$ cat src/rtl/result_tx_formatter.sv
// Formats a signed 8-bit result as ASCII decimal terminated by CR and
// sends it as UART 8N1, LSB first, frames back-to-back.
module result_tx_formatter #(
  parameter int CLKS_PER_BIT = 2604
) (
  input  logic       CLK,
  input  logic       RESET,
  input  logic       START,
  input  logic [7:0] RESULT,
  output logic       TX,
  output logic       BUSY,
  output logic       DONE
);

  localparam int CNT_W = (CLKS_PER_BIT > 1) ? $clog2(CLKS_PER_BIT) : 1;
  localparam logic [CNT_W-1:0] CNT_LAST = CNT_W'(CLKS_PER_BIT - 1);

  // The byte-advance decision is taken in the last STOP cycle, so no
  // separate state is needed for it.
  typedef enum logic [2:0] {IDLE, LOAD, START_BIT, DATA, STOP, FINISH} state_t;

  state_t           state;
  logic [7:0]       value;
  logic [7:0]       byte_buf [0:4];
  logic [2:0]       byte_cnt;
  logic [2:0]       byte_ptr;
  logic [2:0]       bit_idx;
  logic [CNT_W-1:0] baud_cnt;
  logic             tx_reg;
  logic             busy_reg;
  logic             done_reg;

  logic [7:0] mag;
  logic [7:0] rem;
  logic [3:0] hundreds;
  logic [3:0] tens;
  logic [3:0] units;
  logic [7:0] ld_buf [0:4];
  logic [2:0] ld_cnt;

  always_comb begin
    mag = value[7] ? (8'd0 - value) : value;
    if (mag >= 8'd200) begin
      hundreds = 4'd2;
      rem      = mag - 8'd200;
    end else if (mag >= 8'd100) begin
      hundreds = 4'd1;
      rem      = mag - 8'd100;
    end else begin
      hundreds = 4'd0;
      rem      = mag;
    end
    tens  = 4'(rem / 8'd10);
    units = 4'(rem % 8'd10);

    for (int i = 0; i < 5; i++) ld_buf[i] = 8'h00;
    ld_cnt = 3'd0;
    if (value[7]) begin
      ld_buf[ld_cnt] = 8'h2D;
      ld_cnt = ld_cnt + 3'd1;
    end
    if (hundreds != 4'd0) begin
      ld_buf[ld_cnt] = {4'h3, hundreds};
      ld_cnt = ld_cnt + 3'd1;
    end
    if (hundreds != 4'd0 || tens != 4'd0) begin
      ld_buf[ld_cnt] = {4'h3, tens};
      ld_cnt = ld_cnt + 3'd1;
    end
    ld_buf[ld_cnt] = {4'h3, units};
    ld_cnt = ld_cnt + 3'd1;
    ld_buf[ld_cnt] = 8'h0D;
    ld_cnt = ld_cnt + 3'd1;
  end

  always_ff @(posedge CLK or negedge RESET) begin
    if (!RESET) begin
      state    <= IDLE;
      value    <= 8'd0;
      byte_cnt <= 3'd0;
      byte_ptr <= 3'd0;
      bit_idx  <= 3'd0;
      baud_cnt <= '0;
      tx_reg   <= 1'b1;
      busy_reg <= 1'b0;
      done_reg <= 1'b0;
      for (int i = 0; i < 5; i++) byte_buf[i] <= 8'h00;
    end else begin
      case (state)
        IDLE: begin
          tx_reg   <= 1'b1;
          done_reg <= 1'b0;
          if (START) begin
            value    <= RESULT;
            busy_reg <= 1'b1;
            state    <= LOAD;
          end
        end
        LOAD: begin
          for (int i = 0; i < 5; i++) byte_buf[i] <= ld_buf[i];
          byte_cnt <= ld_cnt;
          byte_ptr <= 3'd0;
          baud_cnt <= '0;
          tx_reg   <= 1'b0;
          state    <= START_BIT;
        end
        START_BIT: begin
          if (baud_cnt == CNT_LAST) begin
            baud_cnt <= '0;
            bit_idx  <= 3'd0;
            tx_reg   <= byte_buf[byte_ptr][0];
            state    <= DATA;
          end else begin
            baud_cnt <= baud_cnt + 1'b1;
          end
        end
        DATA: begin
          if (baud_cnt == CNT_LAST) begin
            baud_cnt <= '0;
            if (bit_idx == 3'd7) begin
              tx_reg <= 1'b1;
              state  <= STOP;
            end else begin
              bit_idx <= bit_idx + 3'd1;
              tx_reg  <= byte_buf[byte_ptr][3'(bit_idx + 3'd1)];
            end
          end else begin
            baud_cnt <= baud_cnt + 1'b1;
          end
        end
        STOP: begin
          if (baud_cnt == CNT_LAST) begin
            baud_cnt <= '0;
            if ((byte_ptr + 3'd1) < byte_cnt) begin
              byte_ptr <= byte_ptr + 3'd1;
              tx_reg   <= 1'b0;
              state    <= START_BIT;
            end else begin
              tx_reg   <= 1'b1;
              busy_reg <= 1'b0;
              done_reg <= 1'b1;
              state    <= FINISH;
            end
          end else begin
            baud_cnt <= baud_cnt + 1'b1;
          end
        end
        FINISH: begin
          done_reg <= 1'b0;
          tx_reg   <= 1'b1;
          // BUSY is already low here, so a request in this cycle is honoured.
          if (START) begin
            value    <= RESULT;
            busy_reg <= 1'b1;
            state    <= LOAD;
          end else begin
            state <= IDLE;
          end
        end
        default: state <= IDLE;
      endcase
    end
  end

  assign TX   = tx_reg;
  assign BUSY = busy_reg;
  assign DONE = done_reg;

endmodule
$ cat config.mk
export PLATFORM = sky130hd
export DESIGN_NAME = result_tx_formatter
export DESIGN_NICKNAME = d
export VERILOG_FILES = /design/src/rtl/result_tx_formatter.sv
export SDC_FILE = /design/constraint.sdc
export NUM_CORES = 1
export LEC_CHECK = 0
export ABC_AREA = 1
export BUFFER_PORTS_ARGS = -buffer_cell sky130_fd_sc_hd__buf_2
export CAP_MARGIN = 30
export CORE_ASPECT_RATIO = 1.1
export CORE_MARGIN = 1
export CORE_UTILIZATION = 55
export CTS_BUF_LIST = sky130_fd_sc_hd__clkbuf_8
export DETAILED_ROUTE_END_ITERATION = 8
export PLACE_DENSITY = 0.77
export SYNTH_ARGS = -nofsm -noshare
export SYNTH_HDL_FRONTEND = slang
export SYNTH_SLANG_ARGS = --single-unit
$ cat constraint.sdc
create_clock -name CLK -period 12.82 [get_ports CLK]
set_input_delay 3.205 -clock CLK [delete_from_list [all_inputs] [get_ports CLK]]
set_output_delay 3.205 -clock CLK [all_outputs]
set_load 0.05 [all_outputs]
### Yosys cells after proc, flatten, opt, wreduce, memory -nomap -nowiden

Cells that the tools add are included.

* multiplexer cells: 57
* bitwise logic cells: 8
* magnitude comparators: 13
* eq/ne operators: 16
* add/sub/neg operators: 10
* divide/modulo/power cells: 2
* reduce and logical (&&, ||, !) cells: 22

Operator list (count)
* bitwise mux 40 bit: 3
* demux 8 bit (select 3 bit): 4
* 2-to-1 mux 40 bit: 2
* 2-to-1 mux 8 bit: 9
* 2-to-1 mux 3 bit: 13
* bitwise AND 25 bit: 1
* inverter 25 bit: 1
* binary-select mux 8 bit (select 3 bit): 1
* case mux 12 bit (2 select lines): 1
* >= comparator 4 bit, second input constant: 5
* inverter 3 -> 4 bit: 5
* adder 3 x 1 -> 3 bit, second input constant: 6
* case mux 3 bit (6 select lines): 1
* < comparator 4 x 1 -> 1 bit, second input constant: 4
* inequality test 2 bit, second input constant: 8
* OR 15 bit: 1
* 2-to-1 mux 1 bit: 14
* adder 12 x 1 -> 12 bit, second input constant: 1
* equality test 12 bit, second input constant: 1
* 2-to-1 mux 12 bit: 1
* case mux 3 bit (2 select lines): 2
* AND reduction 4 bit: 3
* equality test 3 bit, second input constant: 3
* divider 8 x 4 -> 8 bit, second input constant: 1
* 27 further kinds: 37

* output and inout port bits: 3
* flip-flop bits (word level): 75
* bits of input ports: 11
* logic and storage cells: 142

### Logic depth before layout (Yosys ltp)

* depth in word-level cells: 17
* depth in mapped cells: 34
* mapped depth without buffers: 34

### Worst setup path after synthesis

Ideal clock, no wire load.

* path kind: reg-to-reg
* start: reg value[0]
* end: reg byte_buf[16] (netlist name)
* stages on the path, launching flop included: 32
* data arrival time: 4289 ps
* data required time: 12703 ps
* clock period less this slack: 4406 ps
* setup slack: 8414 ps
* path through: dfrtp_1 inv_2 ha_1 inv_1 nand2_1 xor2_1 ha_1 nand4_1 nand4_1 nand3_4 nand2_4 inv_4 nand2_4 inv_1 nand4_1 nand3_2 nand2_2 nand3_1 nand2_2 nand2_4 o21ai_1 inv_2 nand3_4 inv_1 fa_1 inv_1 nor2_1 nor2_1 a22oi_1 nand2_1 nand2_1 nand2_1

* cells in the longest elaborated chain, start to end: 16
* elaborated cells between the ends (all ways): 43
* those cells by class: add/sub: 5; div: 2; order compare: 8; mux: 18; bitwise: 4; reduce/logical: 6

RTL lines
* from (decl): RTL line 23 `logic [7:0] value;`
* from (signal assigned): RTL line 79 `value <= 8'd0;`
* from (signal assigned): RTL line 94 `value <= RESULT;`
* from (signal assigned): RTL line 153 `value <= RESULT;`
* subtractor 1 x 8 -> 8 bit: RTL line 42 `mag = value[7] ? (8'd0 - value) : value;`
* 2-to-1 mux 8 bit *: RTL line 42
* subtractor 8 x 7 -> 8 bit or >= comparator 8 x 7 -> 1 bit (tied branches): RTL line 48, 46
* 2-to-1 mux 8 bit or 2-to-1 mux 1 bit (tied branches): RTL line 46 `end else if (mag >= 8'd100) begin`
* 2-to-1 mux 8 bit or 2-to-1 mux 2 bit (tied branches): RTL line 43 `if (mag >= 8'd200) begin`
* divider 8 x 4 -> 8 bit or nonzero test 4 bit (tied branches): RTL line 53, 62, 66
* nonzero test 4 bit or 2-to-1 mux 3 bit (tied branches): RTL line 66, 62
* logical OR 1 bit, or another cell as far along: RTL line 66 `if (hundreds != 4'd0 || tens != 4'd0) begin`
* 2-to-1 mux 3 bit, or another cell as far along: RTL line 66
* adder 3 x 1 -> 3 bit, or another cell as far along: RTL line 71 `ld_cnt = ld_cnt + 3'd1;`
* inverter 3 -> 4 bit (not written as such), or another cell as far along: RTL line 72 `ld_buf[ld_cnt] = 8'h0D;`
* >= comparator 4 bit (not written as such), or another cell as far along: RTL line 72
* logical AND 1 bit (not written as such), or another cell as far along: RTL line 72
* 2-to-1 mux 8 bit (not written as such), or another cell as far along: RTL line 72
* demux 8 bit (select 3 bit) or bitwise mux 40 bit (tied branches): RTL line 72, 70
* OR 15 bit (no source line) *
* to (decl): RTL line 24 `logic [7:0] byte_buf [0:4];`

Mark *: on every way between the ends. The rest lies on a longest branch, timed or not.
A chain may end at the register's enable or synchronous reset.

### Worst setup path in the final report

* start: reg value[0]
* end: reg byte_buf[18] (netlist name)

The elaborated chain is that of the path after synthesis.

==> results_dict.tcl <==
set metrics [dict create \
    wl_per_cell_um 14.59 \
    critical_path_class "flop to flop" \
    ys_ff_latch 60 \
    worst-r2r-cell-count 31 \
    critPathMostFrequentCell "inv_1" \
    std_cell_rows 32 \
    grt_pass1_wl_mm 17.02 \
    synth_top_area_share_pct 35.46 \
    diodes 0 \
    hp-class "flop to flop" \
    clkTransAtPathRegs_ns 0.07 \
    synth_area_leader_cell "dfrtp_1" \
    stdcell_count 674 \
    dieArea_um2 7923 \
    syn2layout_area_growth_pct 8.534 \
    cts_tree "done" \
    violations "DRC" \
    arrival_ns 5.23 \
    synth.area.top_cells "dfrtp_1 (35%), nand2_1 (11%), inv_1 (7.4%)" \
    chipHeight_um 93.26 \
    slowest_delay_ns 0.61 \
    yosysMostFrequentCell "nand2_1" \
    detail_route.iter0.violations 249 \
    skew_ns 0.01226 \
    grt_setup_unrepaired "false" \
    slew_viol_final 0 \
    setup_viol 0 \
    status "complete, but fails checks" \
    cts_made_buffers 9 \
    ys.flop_type "dfrtp_1" \
    grt_overflow 0 \
    cts_setup_buffers 0 \
    start_kind "flop" \
    synth_area_um2 4164 \
    grt.total_usage_pct 27.05 \
    clock_sinks 60 \
    path_max_fanout 8 \
    dp.cells 658 \
    synth.distinct_cells 48 \
    finalWirelength_mm 9.831 \
    grt_max_degree 61 \
    gp_congestion 0.8869 \
    max_cap_viol_count 0 \
    cts_buffer_depth 2 \
    synth_edf_count 0 \
    crit_cells 31 \
    critPathSlowestCell "fa_1" \
    syn_nets 595 \
    num_vias 3801 \
    drtPass1Iterations 7 \
    drive_above_1_share_pct 13.75 \
    period_minus_slack_ns 5.012 \
    cts_hold_buf 0 \
    critPathBufInv 7 \
    grt_pass1_vias 3781 \
    start_util_pct 58.10 \
    crit_family "simple AND/OR/NAND/NOR gates" \
    worstMarginPinSlew_ns 0.7613 \
    clockRootBuffer "clkbuf_8" \
    design.core.area_um2 7167 \
    drc 2 \
    ys_async_sr_fraction_pct 100.0 \
    io_pins 14 \
    max_freq_ghz 0.1995 \
    nets 613 \
    worstHoldPathCells 2 \
    slew_headroom_pct 48.93 \
    netlist_top_cells_count "nand2_1 (120), inv_1 (82), dfrtp_1 (59)" \
    post_cts_resized 0 \
    via_per_inst 5.639 \
    yosys_warnings 0 \
    antenna_left 0 \
    setup_tns_ns 0 \
    fp.dieW_um 84.96 \
    h-tree-depth 3 \
    hold_viol 0 \
    avgSynthCellArea_um2 7.357 \
    hpwl_mm 7.320 \
    antenna_found_initial 0 \
    numPortBuffers 13 \
    seq_area_frac_synth_pct 36.09 \
    worstSkewPairLatency_ns 0.34 \
    netlist_instances 566 \
    endpoint_kind "flop" \
    cp_data_required_time_ns 13.03 \
    period_share_pct 39.10 \
]
==> state kept, by name, indices dropped and copies added (netlist names) <==
| register | flops |
|---|---|
| value | 8 |
| baud_cnt | 12 |
| state | 3 |
| BUSY | 1 |
| byte_cnt | 3 |
| byte_buf | 25 |
| bit_idx | 3 |
| DONE | 1 |
| TX | 1 |
| byte_ptr | 3 |
==> cell type report <==
class	count	area [um^2]
clock inverter	5	51.30
tap	85	106.4
multi-input combinational	406	2280
inverter	92	347.8
fill	646	2648
clock buffer	11	151.4
timing repair buffer	15	80.08
sequential	60	1503
==> worst reg2reg max path: cells and delay by family (launching register included) <==
family | cells | cell delay (ns)
buffers and inverters | 7 | 0.66
XOR/XNOR | 1 | 0.34
flip-flops | 1 | 0.41
adder cells (fa/ha/maj) | 3 | 1.04
AND/OR/NAND/NOR | 17 | 2.02
AO/OA/AOI/OAI | 3 | 0.42
==> metrics by stage <==
step	area [um^2]	utilization (%)	worst slack (ns)	hold slack [ns]
6_report	4519	63.06	7.808	0.4823
5_1_grt	4519	63.06	7.255	0.5001
4_1_cts	4519	63.06	7.838	0.4795
3_5_place_dp	4317	60.23	7.879	0.4628
3_3_place_gp	4317	60.23	8.071	0.4611
2_1_floorplan	4164	-	8.414	0.4365
==> cells by family after synthesis <==
logic type,share of synthesized area [%]
adders and majority gates,5.589
AOI/OAI and AO/OA,15.11
buffers and inverters,9.165
xor gates and xnor gates,1.653
and+or+nand+nor,31.85
DFF,36.09
muxes,0.5408
==> placed cells by master, fill, tap and decap left out, drive strengths merged, types with 2 or more instances in the layout <==
cell type,Yosys,final
a21boi,2,2
a21oi,37,37
ha,17,17
dfrtp,59,59
o31ai,2,2
buf,1,15
o211ai,3,3
a22oi,5,5
o2111ai,2,2
o32ai,2,2
or2,3,3
o22ai,5,5
nor4,3,3
inv,90,91
nand4,14,14
clkbuf,7,11
nor3,6,6
nand2,137,137
nand3,49,49
nor2,51,51
o21ai,48,48
clkinv,2,4
mux2,2,2
xor2,6,6
==> metal layers <==
| layer | wire length, um | global-route usage, % | vias to the layer above |
|---|---|---|---|
| li1 | - | - | 1902 |
| met1 | 4210 | 31.03 | 1790 |
| met2 | 5106 | 50.47 | 88 |
| met3 | 291 | 4.325 | 21 |
| met4 | 223 | 9.746 | 0 |
| met5 | 0 | 0 | - |
==> path summary, 6_finish.rpt <==
check,from,to,slack [ns]
worst max-delay path,value[0],byte_buf[18],7.81
min in group asynchronous,RESET,DONE,3.01
worst min register to register,byte_buf[16],byte_buf[16],0.48
worst max register to register,value[0],byte_buf[18],7.81
max in group asynchronous,RESET,baud_cnt[8],9.30
worst min-delay path,byte_buf[16],byte_buf[16],0.48
Power is left out: the tool's default activity adds up to more than one toggle a clock period on the data nets, which glitch-free logic cannot reach.
